[config.mk]
export PLATFORM = sky130hd
export DESIGN_NAME = ro_scan_mux
export DESIGN_NICKNAME = d
export VERILOG_FILES = /design/src/rtl/ro_puf_pkg.sv /design/src/rtl/ro_gate_mux.sv /design/src/rtl/ro_scan_mux.sv
export SDC_FILE = /design/constraint.sdc
export NUM_CORES = 1
export LEC_CHECK = 0
export CAP_MARGIN = 5
export CORE_MARGIN = 1.5
export CORE_UTILIZATION = 45
export DETAILED_ROUTE_END_ITERATION = 16
export PLACE_DENSITY = 0.76
export SYNTH_ARGS = -nofsm -noshare
export SYNTH_HDL_FRONTEND = slang
export SYNTH_HIERARCHICAL = 1
export SYNTH_SLANG_ARGS = --single-unit
[constraint.sdc]
create_clock -name clk -period 2.4 [get_ports clk]
set_clock_uncertainty 0.15 [all_clocks]
set_input_delay 0.48 -clock clk [delete_from_list [all_inputs] [get_ports clk]]
set_output_delay 0.48 -clock clk [all_outputs]
set_load 0.02 [all_outputs]
[src/rtl/ro_puf_pkg.sv]
// ro_puf_pkg: shared state and mode encodings for the RO scan/measurement blocks.
package ro_puf_pkg;

    typedef enum logic [1:0] {
        S_IDLE   = 2'd0,
        S_SETTLE = 2'd1,
        S_WINDOW = 2'd2
    } state_e;

    localparam logic MODE_DIRECT = 1'b0;
    localparam logic MODE_SCAN   = 1'b1;

endpackage

[src/rtl/ro_gate_mux.sv]
// ro_gate_mux: N_IN:1 oscillator select followed by an AND gate; kept as its own
// hierarchy so the glitch-sensitive path can be marked dont_touch.
module ro_gate_mux #(
    parameter int N_IN  = 16,
    parameter int SEL_W = $clog2(N_IN)
) (
    input  logic [N_IN-1:0]  in,
    input  logic [SEL_W-1:0] select,
    input  logic             gate,
    output logic             out
);

    assign out = in[select] & gate;

endmodule

[src/rtl/ro_scan_mux.sv]
// ro_scan_mux: routes one ring oscillator to ro_out with a settle/measure sequencer
// supporting a single direct window or an automatic scan over a channel range.
module ro_scan_mux
    import ro_puf_pkg::*;
#(
    parameter int N_IN   = 16,
    parameter int SEL_W  = $clog2(N_IN),
    parameter int SETTLE = 8,
    parameter int DWELL  = 1024
) (
    input  logic             clk,
    input  logic             rst_n,
    input  logic [N_IN-1:0]  ro_in,
    input  logic             mode,
    input  logic             sel_valid,
    output logic             sel_ready,
    input  logic [SEL_W-1:0] sel_idx,
    input  logic [SEL_W-1:0] scan_first,
    input  logic [SEL_W-1:0] scan_last,
    input  logic             abort,
    output logic             ro_out,
    output logic [SEL_W-1:0] ch_active,
    output logic             win_open,
    output logic             win_done,
    output logic             scan_done,
    output logic             err
);

    localparam int CNT_MAX = (SETTLE > DWELL) ? SETTLE : DWELL;
    localparam int CW      = $clog2(CNT_MAX + 1);

    state_e           state_q, state_d;
    logic [CW-1:0]    cnt_q, cnt_d;
    logic [SEL_W-1:0] ch_q, ch_d, last_q, last_d, ch_next;
    logic             mode_q, mode_d, gate_q, gate_d;
    logic             win_done_q, win_done_d, scan_done_q, scan_done_d, err_q, err_d;
    logic             bad, cnt_zero;

    assign cnt_zero = (cnt_q == '0);
    assign ch_next  = (ch_q == SEL_W'(N_IN - 1)) ? '0 : ch_q + SEL_W'(1);
    assign bad      = (mode == MODE_SCAN) ? (32'(scan_first) >= N_IN || 32'(scan_last) >= N_IN)
                                          : (32'(sel_idx) >= N_IN);

    always_comb begin
        state_d     = state_q;
        cnt_d       = cnt_q;
        ch_d        = ch_q;
        last_d      = last_q;
        mode_d      = mode_q;
        gate_d      = gate_q;
        win_done_d  = 1'b0;
        scan_done_d = 1'b0;
        err_d       = 1'b0;
        case (state_q)
            S_IDLE: begin
                if (sel_valid && bad) begin
                    err_d = 1'b1;
                end else if (sel_valid) begin
                    ch_d    = (mode == MODE_SCAN) ? scan_first : sel_idx;
                    last_d  = scan_last;
                    mode_d  = mode;
                    cnt_d   = CW'(SETTLE - 1);
                    state_d = S_SETTLE;
                end
            end
            S_SETTLE: begin
                if (abort) begin
                    state_d = S_IDLE;
                end else if (cnt_zero) begin
                    state_d = S_WINDOW;
                    gate_d  = 1'b1;
                    cnt_d   = CW'(DWELL - 1);
                end else begin
                    cnt_d = cnt_q - CW'(1);
                end
            end
            S_WINDOW: begin
                // abort wins over completion, so a cancelled window never reports done
                if (abort) begin
                    state_d = S_IDLE;
                    gate_d  = 1'b0;
                end else if (cnt_zero) begin
                    gate_d     = 1'b0;
                    win_done_d = 1'b1;
                    if (mode_q == MODE_SCAN && ch_q != last_q) begin
                        ch_d    = ch_next;
                        cnt_d   = CW'(SETTLE - 1);
                        state_d = S_SETTLE;
                    end else begin
                        scan_done_d = (mode_q == MODE_SCAN);
                        state_d     = S_IDLE;
                    end
                end else begin
                    cnt_d = cnt_q - CW'(1);
                end
            end
            default: begin
                state_d = S_IDLE;
                gate_d  = 1'b0;
            end
        endcase
    end

    always_ff @(posedge clk or negedge rst_n) begin
        if (!rst_n) begin
            state_q     <= S_IDLE;
            cnt_q       <= '0;
            ch_q        <= '0;
            last_q      <= '0;
            mode_q      <= MODE_DIRECT;
            gate_q      <= 1'b0;
            win_done_q  <= 1'b0;
            scan_done_q <= 1'b0;
            err_q       <= 1'b0;
        end else begin
            state_q     <= state_d;
            cnt_q       <= cnt_d;
            ch_q        <= ch_d;
            last_q      <= last_d;
            mode_q      <= mode_d;
            gate_q      <= gate_d;
            win_done_q  <= win_done_d;
            scan_done_q <= scan_done_d;
            err_q       <= err_d;
        end
    end

    assign sel_ready = (state_q == S_IDLE);
    assign ch_active = ch_q;
    assign win_open  = gate_q;
    assign win_done  = win_done_q;
    assign scan_done = scan_done_q;
    assign err       = err_q;

    (* dont_touch = "true" *)
    ro_gate_mux #(
        .N_IN  (N_IN),
        .SEL_W (SEL_W)
    ) u_gate_mux (
        .in     (ro_in),
        .select (ch_q),
        .gate   (gate_q),
        .out    (ro_out)
    );

endmodule

==> impl_results.md, run 1 <==
* Status: complete, but fails checks
* Failing checks: negative setup slack
* CP most frequent cell: or4_4
* Yosys reg bits at 25
* CTS Buf Count at 3
* Synth unique cells at 52
* I/O pins at 43
* Number of synthesized flops with an enable pin at 0
* Final min period at 2.47 ns
* Drt pass-1 iters at 4
* Starting DRT DRC Count at 68
* Met1 usage at 0.293
* Final setup fails at 4
* Routed vias/inst at 5.51
* Synth Area in Compound Gates at 0.224
* Worst path cell trace: or4_4 -> or4_4 -> a221oi_4 -> mux2_4
* Total Wirelength at 4780 µm
* Asr flop ratio synth at 1.00
* Comb power frac at 0.679
* Most common flop cell mapped by yosys: dfrtp_1
* Commonest non-fill, non-tap cell in the layout: buf_4
* Post-route setup TNS at -0.161 ns
* Startpoint types: register
* H-tree Lvls at 1
* Syn Inst Count at 197
* RSZ-0062 raised after global routing: yes
* DRC at 0
* Overall routing resource usage at 0.231
* # diodes at 0
* Layout cell share with drive strength beyond 1 at 0.257
* Hold_ws at about 0.38 ns
* Worst setup path class: register to register
* Simple-Gate Fraction of Synth Area at 0.186
* Worst path max stage delay at about 0.58 ns
* Static Leak at 1.24 nW
* Post-synthesis sequential area ratio at 0.342
* Clk sinks at 25
* Die width at approximately 67 µm
* Maximum VDD drop at 0.646 mV
* DRT antenna net count at 0
* Nets@finish at 318
* Dpl ws at -0.409 ns
* Max Root-Sink Buffers at 2
* Global routing's busiest layer: met2
* Max Clock Freq at 0.406 GHz
* IO Port Bufs at 41
* First-pass GRT wire length at 7850 µm
* Hold Path Class: register to register
* TritonCTS clock tree: yes
* Power density over the cells at about 1200 nW/µm²
* Xor/xnor cell area share of the yosys netlist at 0.0192
* Sw frac at 0.417
* Vias in the first global route at 1736
* Warnings, synthesis at 6
* Final Hold Vio Count at 0
* Post-synthesis adder-cell area fraction at 0.0547
* Antenna violations before repair at 0
* Area Overhead vs Synth at 44.3%
* Psw at 1.30 mW
* Core Area at 3770 µm²
* Data arrival time of the critical path at 2.47 ns
* Met2 usage at 0.413
* Largest family of logic cells by synthesized area: compound AO/OA/AOI/OAI gates
* Final WS setup at -0.0655 ns
* CP max-delay cell: or4_4
* Required time worst endpoint at around 2.4 ns
* GR Util met3 at 0.0338
* Root Driver: clkbuf_8
* Fill count at 290
* DIE AREA at 4460 µm²
* Mapped Avg Cell Area at 9.29 µm²
* Num rows at 22
* Largest net degree at the start of global routing at 26
* Vias post-DR at 1784
* Sequential power share at 0.240
* Clock power share at 0.081
* Synth Cell Area at 1830 µm²
* Number of max-cap violations at 0
* Max-slew violations at 0
* Clock transition at path regs at 0.09 ns
* Dpl hpwl at 3760 µm
* Initial Util at 0.485
* Period utilization at 1.03
* Crit-path max FO at 4
* GR Overflow Total at 0
* Post-Syn Nets at 238
* GP Congestion at 0.865
* Internal power at 1.81 mW
* Die Y at 66.8 µm
* CP endpoint kind: register
* Mux contribution to synthesized area at 0.119
* Routed len/inst at between 10 and 15 µm
* Most frequent cells in the layout: 43 x buf_4, 31 x clkdlybuf4s50_1, 24 x dfrtp_1, 15 x a21oi_1, 13 x inv_1
* Clk_lat worst skew at 0.27 ns
## critical path: cells and delay by family (launching register included)
family | cells | cell delay [ns]
AND/OR/NAND/NOR | 2 | 1.12
flip-flops | 1 | 0.38
AO/OA/AOI/OAI | 1 | 0.37
multiplexers | 1 | 0.34
## stage by stage
| stage | util | total power, mW | area [µm²] | cells |
|---|---|---|---|---|
| final | 0.700 | 3.11 | 2640 | 324 |
| after CTS | 0.689 | 3.09 | 2600 | 322 |
| after global routing | 0.700 | 3.36 | 2640 | 324 |
| after detailed placement | 0.676 | 2.81 | 2550 | 317 |
| after floorplan | - | 1.98 | 1830 | 197 |
| after global placement | 0.676 | 2.76 | 2550 | 317 |
## cells by family after synthesis
group | Yosys count
XOR/XNOR | 4
AO/OA/AOI/OAI | 60
flip-flops | 25
AND/OR/NAND/NOR | 60
multiplexers | 18
buffers and inverters | 21
adder cells (fa/ha/maj) | 8
other | 1
## cell usage after synthesis (4+ instances only)
cell	count	area share
dfrtp_1	25	0.34
a21oi_1	15	0.041
inv_1	13	0.027
nand2_1	12	0.025
o21ai_0	11	0.030
mux2_2	10	0.062
nor2_1	9	0.018
ha_1	8	0.055
nand3_1	8	0.022
a31oi_1	7	0.024
o211ai_1	7	0.029
mux2i_1	6	0.033
nand2b_1	5	0.017
nor3_1	5	0.014
xor2_1	4	0.019
## metal layers
metal  part of all wire  vias up
met3              0.054        2
met5                  0        -
met1               0.45      845
met2               0.50       44
met4             0.0042        0
li1                   -      893
## power groups by stage
stage | Combinational, mW | Clock [mW] | Sequential [mW]
CTS | 2.08 | 0.259 | 0.747
global route | 2.31 | 0.277 | 0.773
floorplan | 1.19 | 0 | 0.799
detailed placement | 2.06 | 0 | 0.755
global placement | 2.01 | 0 | 0.743
finish | 2.11 | 0.251 | 0.745
## sequential cells by signal (all words and copies together) (netlist names)
register,flops
win_done,1
scan_done,1
cnt_q,11
mode_q,1
ch_active,4
last_q,4
state_q,2
win_open,1
## cell type report
| cell class | count | area (µm²) | share of cell area |
|---|---|---|---|
| inverter | 13 | 48.8 | 0.0185 |
| multi-input combinational | 151 | 1110 | 0.422 |
| tap | 48 | 60.1 | 0.0228 |
| timing repair buffer | 83 | 746 | 0.283 |
| clock buffer | 4 | 45.0 | 0.0171 |
| sequential | 25 | 627 | 0.238 |
## path summary, 6_finish.rpt
kind / start / end / slack [ns] / depth (start not counted)
hold / removal: last_q[0] / last_q[0] / 0.38 / 1
max in group asynchronous: rst_n / ch_active[0] / 1.41 / 2
hold reg to reg: last_q[0] / last_q[0] / 0.38 / 1
setup reg to reg: cnt_q[4] / ch_active[1] / -0.07 / 4
min in group asynchronous: rst_n / last_q[3] / 0.42 / 2
setup / recovery: cnt_q[4] / ch_active[1] / -0.07 / 4
## timing repair
action                     4_1_cts  5_1_grt
gates cloned                     0        0
hold buffers                     0        0
setup endpoints to repair        5        6
resized for setup                4       12
pin swaps                        5        5
setup buffers                    1        2
No activity file was read; power rests on OpenSTA's default activity.
==> inputs of run 2 (changes only) <==
--- a/config.mk
+++ b/config.mk
@@ -7,9 +7,9 @@
 export LEC_CHECK = 0
 export CAP_MARGIN = 5
 export CORE_MARGIN = 1.5
-export CORE_UTILIZATION = 45
+export CORE_UTILIZATION = 49
 export DETAILED_ROUTE_END_ITERATION = 16
-export PLACE_DENSITY = 0.76
+export PLACE_DENSITY = 0.89
 export SYNTH_ARGS = -nofsm -noshare
 export SYNTH_HDL_FRONTEND = slang
 export SYNTH_HIERARCHICAL = 1
==> constraint.sdc (replaced) <==
create_clock -name clk -period 3.2 [get_ports clk]
set_clock_uncertainty 0.15 [all_clocks]
set_input_delay 0.64 -clock clk [delete_from_list [all_inputs] [get_ports clk]]
set_output_delay 0.64 -clock clk [all_outputs]
set_load 0.02 [all_outputs]
==> run 2 against run 1 <==
Compared with the run above: the flow now finishes without violations; setup slack better by 0.11 ns; highest routed layer unchanged; first-iteration DRC count grew 62%; combinational power is 43% lower; sequential share of layout area up 3.0 points; final cell count is 11% lower; count of clock-buffer cells in the layout unchanged.
==> impl_results.md, run 2 (synthesis results as in run 1) <==
* Hold_buf cts at 0 (unchanged)
* Met2 WL post-DR at 2110 µm (was 2370 µm)
* Static Leak at 0.981 nW (was 1.24 nW)
* Nets@finish at 282 (was 318)
* Top Metal Used: met4 (unchanged)
* DRT antenna net count at 0 (unchanged)
* I/O pins at 43 (unchanged)
* GP Congestion at 0.912 (was 0.865)
* Max Root-Sink Buffers at 2 (unchanged)
* Antenna violations before repair at 0 (unchanged)
* Cts repair resizes at 0 (was 4)
* Total Wirelength at 4350 µm (was 4780 µm)
* Startpoint types: primary input (was register)
* DIE AREA at 4110 µm² (was 4460 µm²)
* Max Clock Freq at 0.317 GHz
* Final min period at 3.15 ns
* Commonest non-fill, non-tap cell in the layout: clkdlybuf4s50_1 (was buf_4)
* TritonCTS clock tree: yes (unchanged)
* Routed len/inst at 15.1 µm (was 14.8 µm)
* Maximum VDD drop at 0.372 mV (was 0.646 mV)
* Largest net degree at the start of global routing at 26 (unchanged)
* CP endpoint kind: primary output (was register)
* CP most frequent cell: clkdlybuf4s50_1 (was or4_4)
* # diodes at 0 (unchanged)
* Post-route setup TNS at 0 ns (was -0.161 ns)
* Vias post-DR at 1698 (was 1784)
* Core Area at 3630 µm² (was 3770 µm²)
* Starting DRT DRC Count at 110 (was 68)
* Dpl hpwl at 3280 µm (was 3760 µm)
* Worst setup path class: primary input to primary output (was register to register)
* Fill count at 292 (was 290)
* Overall routing resource usage at 0.230 (was 0.231)
* CP max-delay cell: clkdlybuf4s50_1 (was or4_4)
* CTS Buf Count at 3 (unchanged)
* Number of max-cap violations at 0 (unchanged)
* Routed vias/inst at 5.90 (was 5.51)
* Drt pass-1 iters at 4 (unchanged)
* CP bufs+invs at 2 (was 0)
* Clock transition at path regs at 0.09 ns (about the same)
* # Post-CTS Setup Buffers at 0 (was 1)
* Final Hold Vio Count at 0 (unchanged)
* Worst path cell trace: clkdlybuf4s50_1 -> mux4_2 -> o211ai_1 -> o22ai_1 -> clkdlybuf4s50_1 (was or4_4 -> or4_4 -> a221oi_4 -> mux2_4)
* Period utilization at 0.985
* Crit path max-delay family: buffers and inverters (was simple AND/OR/NAND/NOR gates)
* First-pass GRT wire length at 7560 µm (was 7850 µm)
* Required time worst endpoint at 2.41 ns (about the same)
* Crit-path max FO at 1 (was 4)
* Most frequent cells in the layout: 41 x clkdlybuf4s50_1, 25 x dfrtp_1, 15 x a21oi_1, 13 x inv_1, 12 x nand2_1 (was 43 x buf_4, 31 x clkdlybuf4s50_1, 24 x dfrtp_1, 15 x a21oi_1, 13 x inv_1)
* Vias in the first global route at 1680 (was 1736)
* Status: completed (was complete, but fails checks)
* Slew HR at 0.466
* Max reg flops at 11 (unchanged)
* Tightest Pin Transition at 0.795 ns
* Worst path max stage delay at 0.54 ns (was 0.58 ns)
* Area Overhead vs Synth at 28.0% (was 44.3%)
* Wire length on met3 at 279 µm (was 256 µm)
* Wl on met1 at 1910 µm (was 2140 µm)
* Clk_lat worst skew at 0.27 ns (about the same)
* Hold_ws at 0.384 ns (was 0.380 ns)
* IO Port Bufs at 41 (unchanged)
* Max-slew violations at 0 (unchanged)
* GR Overflow Total at 0 (unchanged)
* Die Y at 64.1 µm (was 66.8 µm)
* Root Driver: clkbuf_8 (unchanged)
* Num rows at 22 (unchanged)
* Power density over the cells at 858 nW/µm² (was 1180 nW/µm²)
* H-tree Lvls at 1 (unchanged)
* Data arrival time of the critical path at 2.36 ns (was 2.47 ns)
* Initial Util at 0.503 (was 0.485)
* Largest register by flop count: cnt_q (unchanged)
* Final setup fails at 0 (was 4)
* Hold Path Class: register to register (unchanged)
* Die width at 64.1 µm (was 66.8 µm)
* Clk sinks at 25 (unchanged)
* RSZ-0062 raised after global routing: no (was yes)
* DRC at 0 (unchanged)
* Layout cell share with drive strength beyond 1 at 0.138 (was 0.257)
==> run 2: changes by cell type in the layout (fill, tap and decap cells not counted), sizes merged <==
cell,delta
buf,-37
clkdlybuf4s50,+10
dlymetal6s2s,-9
==> run 2: cell type report <==
cell class                 instances  area (µm²)  share of cell area
sequential                        25         626               0.267
clock buffer                       4        45.0              0.0192
multi-input combinational        151        1110               0.473
timing repair buffer              47         455               0.194
inverter                          13        48.8              0.0208
tap                               48        60.1              0.0256
==> run 2: path summary, 6_finish.rpt <==
check                          endpoint       from  slack, ns  depth (start not counted)
max in group asynchronous      cnt_q[1]      rst_n       2.09                          2
setup reg to reg           ch_active[1]   cnt_q[2]       0.55                          4
min in group asynchronous  ch_active[0]      rst_n       0.57                          2
hold / removal                last_q[0]  last_q[0]       0.38                          1
hold reg to reg               last_q[0]  last_q[0]       0.38                          1
setup / recovery                 ro_out  ro_in[13]       0.05                          5
==> run 2: stage by stage <==
stage                     instances  instance area, µm²  worst slack, ns  utilization  total power, mW
after floorplan                 197                1830            0.678            -             1.48
after global placement          284                2300            0.120        0.632             1.76
after detailed placement        284                2300           0.0667        0.632             1.81
after CTS                       288                2340           0.0600        0.645             2.01
after global routing            288                2340          0.00919        0.645             2.19
final                           288                2340           0.0484        0.645             2.01
==> run 2: where the power goes <==
part	total, mW	switching (mW)	internal, mW
clock	0.188	0.0984	0.0891
sequential	0.623	0.186	0.437
combinational	1.20	0.623	0.577
==> run 2: metal layers <==
layer / GRT usage / vias to the layer above
met2: 0.398 / 79
met1: 0.301 / 801
met5: 0 / -
li1: - / 813
met4: 0.0559 / 0
met3: 0.0335 / 5
